File: src/rtl/writeback_unit_if.sv
// rtl/writeback_unit_if.sv - ALU/load response streams and register-file write port of writeback_unit
interface writeback_unit_if #(
    parameter int DATA_WIDTH = 32,
    parameter int AW         = 5
);
  logic                  alu_valid_i;
  logic                  alu_ready_o;
  logic [AW-1:0]         alu_rd_addr_i;
  logic [DATA_WIDTH-1:0] alu_result_i;
  logic                  lsu_valid_i;
  logic                  lsu_ready_o;
  logic [AW-1:0]         lsu_rd_addr_i;
  logic [2:0]            lsu_funct3_i;
  logic [1:0]            lsu_addr_lo_i;
  logic [DATA_WIDTH-1:0] lsu_rdata_i;
  logic                  rf_we_o;
  logic [AW-1:0]         rf_rd_addr_o;
  logic [DATA_WIDTH-1:0] rf_rd_o;
  logic                  err_o;
  logic [31:0]           retired_o;

  modport slave (
      input  alu_valid_i, alu_rd_addr_i, alu_result_i,
      input  lsu_valid_i, lsu_rd_addr_i, lsu_funct3_i, lsu_addr_lo_i, lsu_rdata_i,
      output alu_ready_o, lsu_ready_o,
      output rf_we_o, rf_rd_addr_o, rf_rd_o, err_o, retired_o
  );

  modport master (
      output alu_valid_i, alu_rd_addr_i, alu_result_i,
      output lsu_valid_i, lsu_rd_addr_i, lsu_funct3_i, lsu_addr_lo_i, lsu_rdata_i,
      input  alu_ready_o, lsu_ready_o,
      input  rf_we_o, rf_rd_addr_o, rf_rd_o, err_o, retired_o
  );
endinterface

File: src/rtl/writeback_unit.sv
// rtl/writeback_unit.sv - arbitrates ALU/load results into the register file write port
// Optional retire counter enabled by defining WB_RETIRE_CNT_EN.
module writeback_unit #(
    parameter int DATA_WIDTH   = 32,
    parameter int NUM_REGISTER = 32
) (
    input logic            clk_i,
    input logic            rst_n_i,
    writeback_unit_if.slave wb
);
  localparam int AW = $clog2(NUM_REGISTER);

  logic                  alu_starved_q;
  logic                  alu_starved_d;
  logic                  alu_grant;
  logic                  lsu_grant;
  logic [7:0]            byte_sel;
  logic [15:0]           half_sel;
  logic [DATA_WIDTH-1:0] load_data;
  logic                  funct3_illegal;
  logic [AW-1:0]         win_addr;
  logic [DATA_WIDTH-1:0] win_data;

  logic                  rf_we_q;
  logic [AW-1:0]         rf_rd_addr_q;
  logic [DATA_WIDTH-1:0] rf_rd_q;
  logic                  err_q;

  // The load normally wins a conflict; a passed-over ALU wins the next one.
  always_comb begin
    alu_grant = 1'b0;
    lsu_grant = 1'b0;
    if (rst_n_i) begin
      alu_grant = wb.alu_valid_i && (!wb.lsu_valid_i || alu_starved_q);
      lsu_grant = wb.lsu_valid_i && !(wb.alu_valid_i && alu_starved_q);
    end
  end

  assign alu_starved_d  = wb.alu_valid_i && !alu_grant;
  assign wb.alu_ready_o = alu_grant;
  assign wb.lsu_ready_o = lsu_grant;

  always_comb begin
    byte_sel       = wb.lsu_rdata_i[{wb.lsu_addr_lo_i, 3'b000} +: 8];
    half_sel       = wb.lsu_addr_lo_i[1] ? wb.lsu_rdata_i[31:16] : wb.lsu_rdata_i[15:0];
    funct3_illegal = 1'b0;
    case (wb.lsu_funct3_i)
      3'b000:  load_data = {{(DATA_WIDTH-8){byte_sel[7]}}, byte_sel};
      3'b001:  load_data = {{(DATA_WIDTH-16){half_sel[15]}}, half_sel};
      3'b010:  load_data = wb.lsu_rdata_i;
      3'b100:  load_data = {{(DATA_WIDTH-8){1'b0}}, byte_sel};
      3'b101:  load_data = {{(DATA_WIDTH-16){1'b0}}, half_sel};
      default: begin
        load_data      = wb.lsu_rdata_i;
        funct3_illegal = 1'b1;
      end
    endcase
  end

  always_comb begin
    win_addr = wb.lsu_rd_addr_i;
    win_data = load_data;
    if (alu_grant) begin
      win_addr = wb.alu_rd_addr_i;
      win_data = wb.alu_result_i;
    end
  end

  always_ff @(posedge clk_i) begin
    if (!rst_n_i) begin
      alu_starved_q <= 1'b0;
      rf_we_q       <= 1'b0;
      rf_rd_addr_q  <= '0;
      rf_rd_q       <= '0;
      err_q         <= 1'b0;
    end else begin
      alu_starved_q <= alu_starved_d;
      rf_we_q       <= (alu_grant || lsu_grant) && (win_addr != '0);
      err_q         <= lsu_grant && funct3_illegal;
      if (alu_grant || lsu_grant) begin
        rf_rd_addr_q <= win_addr;
        rf_rd_q      <= win_data;
      end
    end
  end

  assign wb.rf_we_o      = rf_we_q;
  assign wb.rf_rd_addr_o = rf_rd_addr_q;
  assign wb.rf_rd_o      = rf_rd_q;
  assign wb.err_o        = err_q;

`ifdef WB_RETIRE_CNT_EN
  logic [31:0] retired_q;

  always_ff @(posedge clk_i) begin
    if (!rst_n_i) begin
      retired_q <= '0;
    end else if (rf_we_q) begin
      retired_q <= retired_q + 32'd1;
    end
  end

  assign wb.retired_o = retired_q;
`else
  assign wb.retired_o = 32'd0;
`endif
endmodule

File: src/flat_wrapper.sv
// flat-port wrapper written by rule: the top's interface ports become plain ports
module writeback_unit_flat 
#(
    parameter int DATA_WIDTH   = 32,
    parameter int NUM_REGISTER = 32
)
  (clk_i, rst_n_i, wb_alu_valid_i, wb_alu_rd_addr_i, wb_alu_result_i, wb_lsu_valid_i, wb_lsu_rd_addr_i, wb_lsu_funct3_i, wb_lsu_addr_lo_i, wb_lsu_rdata_i, wb_alu_ready_o, wb_lsu_ready_o, wb_rf_we_o, wb_rf_rd_addr_o, wb_rf_rd_o, wb_err_o, wb_retired_o);
  writeback_unit_if #(.DATA_WIDTH(DATA_WIDTH), .AW(5)) wb_i ();
  input logic clk_i;
  input logic rst_n_i;
  input wire logic [$bits(wb_i.alu_valid_i)-1:0] wb_alu_valid_i;
  input wire logic [$bits(wb_i.alu_rd_addr_i)-1:0] wb_alu_rd_addr_i;
  input wire logic [$bits(wb_i.alu_result_i)-1:0] wb_alu_result_i;
  input wire logic [$bits(wb_i.lsu_valid_i)-1:0] wb_lsu_valid_i;
  input wire logic [$bits(wb_i.lsu_rd_addr_i)-1:0] wb_lsu_rd_addr_i;
  input wire logic [$bits(wb_i.lsu_funct3_i)-1:0] wb_lsu_funct3_i;
  input wire logic [$bits(wb_i.lsu_addr_lo_i)-1:0] wb_lsu_addr_lo_i;
  input wire logic [$bits(wb_i.lsu_rdata_i)-1:0] wb_lsu_rdata_i;
  output wire logic [$bits(wb_i.alu_ready_o)-1:0] wb_alu_ready_o;
  output wire logic [$bits(wb_i.lsu_ready_o)-1:0] wb_lsu_ready_o;
  output wire logic [$bits(wb_i.rf_we_o)-1:0] wb_rf_we_o;
  output wire logic [$bits(wb_i.rf_rd_addr_o)-1:0] wb_rf_rd_addr_o;
  output wire logic [$bits(wb_i.rf_rd_o)-1:0] wb_rf_rd_o;
  output wire logic [$bits(wb_i.err_o)-1:0] wb_err_o;
  output wire logic [$bits(wb_i.retired_o)-1:0] wb_retired_o;
  assign wb_i.alu_valid_i = wb_alu_valid_i;
  assign wb_i.alu_rd_addr_i = wb_alu_rd_addr_i;
  assign wb_i.alu_result_i = wb_alu_result_i;
  assign wb_i.lsu_valid_i = wb_lsu_valid_i;
  assign wb_i.lsu_rd_addr_i = wb_lsu_rd_addr_i;
  assign wb_i.lsu_funct3_i = wb_lsu_funct3_i;
  assign wb_i.lsu_addr_lo_i = wb_lsu_addr_lo_i;
  assign wb_i.lsu_rdata_i = wb_lsu_rdata_i;
  assign wb_alu_ready_o = wb_i.alu_ready_o;
  assign wb_lsu_ready_o = wb_i.lsu_ready_o;
  assign wb_rf_we_o = wb_i.rf_we_o;
  assign wb_rf_rd_addr_o = wb_i.rf_rd_addr_o;
  assign wb_rf_rd_o = wb_i.rf_rd_o;
  assign wb_err_o = wb_i.err_o;
  assign wb_retired_o = wb_i.retired_o;
  writeback_unit #(.DATA_WIDTH(DATA_WIDTH), .NUM_REGISTER(NUM_REGISTER)) u_core (.clk_i(clk_i), .rst_n_i(rst_n_i), .wb(wb_i));
endmodule
File: config.mk
export PLATFORM = sky130hd
export DESIGN_NAME = writeback_unit_flat
export DESIGN_NICKNAME = d
export VERILOG_FILES = /design/src/rtl/writeback_unit_if.sv /design/src/rtl/writeback_unit.sv /design/src/flat_wrapper.sv
export SDC_FILE = /design/constraint.sdc
export NUM_CORES = 1
export LEC_CHECK = 0
export CORE_ASPECT_RATIO = 1.5
export CORE_UTILIZATION = 33
export CTS_CLUSTER_DIAMETER = 50
export DETAILED_ROUTE_END_ITERATION = 10
export PLACE_DENSITY = 0.77
export SYNTH_ARGS = -nofsm -noshare
export SYNTH_HDL_FRONTEND = slang
export SYNTH_SLANG_ARGS = --single-unit
File: constraint.sdc
create_clock -name clk_i -period 1.8 [get_ports clk_i]
set_clock_uncertainty 0.15 [all_clocks]
set_input_delay 0.36 -clock clk_i [delete_from_list [all_inputs] [get_ports clk_i]]
set_output_delay 0.36 -clock clk_i [all_outputs]
set_load 0.02 [all_outputs]
==> reports/qor.csv <==
metric;value;unit
Hold WS;0.309;ns
vias in the first global route;2662;
startpoint types;primary input;
clk_lat worst skew;0.28;ns
WL/cell;15.6;um
pin count of the biggest net entering global routing;43;
hpwl dp;6280;um
DRT iter0 DRCs;140;
row count;38;
Worst Path Arrival;1.85;ns
Worst-path clk slew;0.08;ns
cts bufs inserted;5;
Synth Area per Inst;8.22;um2
critical path, cell by cell;clkdlybuf4s50_1 > buf_4 > nor2_1 > and3_4 > a2111oi_4 > o21ai_1;
post-synth cell types;37;
critical path's largest stage delay;0.46;ns
htree depth;2;
most instantiated library cell after synthesis;dfxtp_1;
reg2reg end;u_core.wb.rf_rd_o[15];
top cell type's share of synthesized area;32.9;%
hold path endpoint;u_core.alu_starved_q;
share of layout cells above drive strength 1;16.3;%
met2 GRT Util;39.1;%
gpl congestion;0.828;
met1 usage;23.3;%
final setup fails;0;
ys flop type;dfxtp_1;
PortBufs;123;
Hold Path Stages;1;
crit path max fanout;7;
r2r setup slk;0.18;ns
fin nets;518;
period utilisation layout;98.5;%
Initial Util;33.9;%
Die W;72.1;um
status;completed;
RSZ-0062 raised after global routing;false;
Setup crit end kind;register;
chip height;107;um
Final WS setup;0.0265;ns
min cycle time layout;1.77;ns
Synthesis Warnings;0;
maxcap violations;0;
cts hold-fix bufs;0;
Mapped Cells;296;
fillers;673;
Min-Delay Path Class;reg2reg;
number of flops mapped to enable cells by yosys;0;
largest area contributor in the netlist;dfxtp_1;
clk sinks;40;
initial antenna violation count;0;
sequential share of the synthesized area;32.9;%
Post-synth ARST share;0;%
Critical R2R Launch;u_core.alu_starved_q;
Req. time, crit path;1.87;ns
Peak VDD IR;463;uV
WL final;8360;um
synth-to-layout area growth;66.1;%
core area;7180;um2
PD cells;633;nW/um2
Post-Syn Area;2430;um2
root buf cell;clkbuf_8;
gr busiest metal;met2;
CTS Buffer Depth;2;
top cells by area, synth;dfxtp_1 33%, buf_4 11%, o221ai_1 8.6%;
Max Slew Vio Count;0;
Worst Hold Launch;u_core.alu_starved_q;
DR vias;2699;
grt ovf;0;
Placement Setup Slack;-0.602;ns
GRT Overall Usage;21.5;%
slowest CP cell;clkdlybuf4s50_1;
Die Area;7730;um2
ant diodes;0;
CTS tree;built;
first-pass GRT wire length;12900;um
R2R cell count;5;
IO Pins;156;
drt first pass iters;4;
Yosys reg bits;40;
CP Class;in2reg;
post-DR vias/cell;5.04;
leakage power total;1.68;nW
final hold viol count;0;
achievable frequency;0.564;GHz
grt met3 use;4.70;%
number of remaining DRC errors;0;
commonest cells in the netlist;40 x dfxtp_1, 36 x nand2_1, 35 x buf_4, 26 x a21oi_1, 24 x o221ai_1;
Antenna Violating Nets Remaining;0;
## repair_timing
action | in CTS | in global routing
gates cloned | 1 | 0
resized for setup | 32 | 18
setup endpoints to repair | 38 | 15
setup buffers | 2 | 1
pin swaps | 13 | 3
## cells by family after synthesis
group	after synthesis	share of synthesized area (%)
buffers and inverters	62	15.5
AND/OR/NAND/NOR	75	14.9
other	1	0.154
flip-flops	40	32.9
multiplexers	9	4.58
AO/OA/AOI/OAI	109	31.9
## report_power, final
group	switching, mW	leakage [nW]	internal (mW)	total, mW
combinational	0.456	1.30	0.474	0.930
clock	0.321	0.0510	0.306	0.628
sequential	0.0386	0.332	0.962	1.00
total	0.816	1.68	1.74	2.56
## through the flow
stage / util (%) / power, mW / TNS [ns] / std cells / instance area [um2]
6_report: 56.3 / 2.56 / 0 / 536 / 4040
5_1_grt: 56.3 / 2.71 / 0 / 536 / 4040
4_1_cts: 56.1 / 2.60 / 0 / 535 / 4030
3_5_place_dp: 53.1 / 1.91 / -17.04 / 524 / 3810
3_3_place_gp: 53.1 / 1.90 / -15.85 / 524 / 3810
2_1_floorplan: - / 1.49 / 0 / 327 / 2550
## how the worst max path moves through the flow
| stage | startpoint | to | slack, ns | cells past startpoint |
|---|---|---|---|---|
| after global placement | rst_n_i | wb_alu_ready_o | -0.58 | 5 |
| after floorplan | wb_lsu_addr_lo_i[1] | u_core.wb.rf_rd_o[10] | 0.004 | 5 |
| final | wb_lsu_funct3_i[0] | u_core.wb.rf_rd_o[10] | 0.03 | 6 |
| after global routing | u_core.wb.rf_rd_o[19] | wb_rf_rd_o[19] | 0.0009 | 1 |
| after detailed placement | rst_n_i | wb_alu_ready_o | -0.60 | 5 |
| after CTS | u_core.wb.rf_rd_o[3] | wb_rf_rd_o[3] | 0.02 | 1 |
## worst max-delay path, delay by kind of cell
family	cells	cell delay (ns)
buffers and inverters	2	0.63
AND/OR/NAND/NOR	2	0.66
AO/OA/AOI/OAI	2	0.20
## sequential cells by signal, indices dropped and copies added, names as in the netlist
name / cells
u_core.wb.rf_rd_addr_o: 5
u_core.wb.rf_we_o: 1
u_core.wb.err_o: 1
u_core.alu_starved_q: 1
u_core.wb.rf_rd_o: 32
## layer usage
metal / up-vias / wire [um]
met1: 1238 / 3240
met2: 127 / 4290
met4: 0 / 315
met3: 21 / 502
met5: - / 0
li1: 1313 / -
## layout make-up
class                   instances  area (um2)  area share (%)
flip-flops and latches         40         801            19.8
multi-input cells             225        1470            36.4
repair buffers                159        1540            38.1
clock buffers                   6        82.6            2.04
inverters                       4        15.0           0.372
well taps                     100         125            3.10
clock inverters                 2        10.0           0.248
## layout by cell type (no fill, tap or decap), types with 7 or more instances in the layout
master / synthesis / routed
a2111oi_4: 0 / 7
nand2_1: 36 / 36
o21ai_0: 23 / 23
o32a_1: 7 / 7
clkdlybuf4s50_1: 0 / 102
dlymetal6s2s_1: 0 / 9
nand3_1: 9 / 9
conb_1: 1 / 32
o21ai_1: 12 / 12
nor2_1: 10 / 8
a21oi_1: 26 / 26
buf_4: 35 / 32
nand3b_1: 7 / 7
o221ai_1: 24 / 24
dfxtp_1: 40 / 40
(Power assumes the default switching activity.)
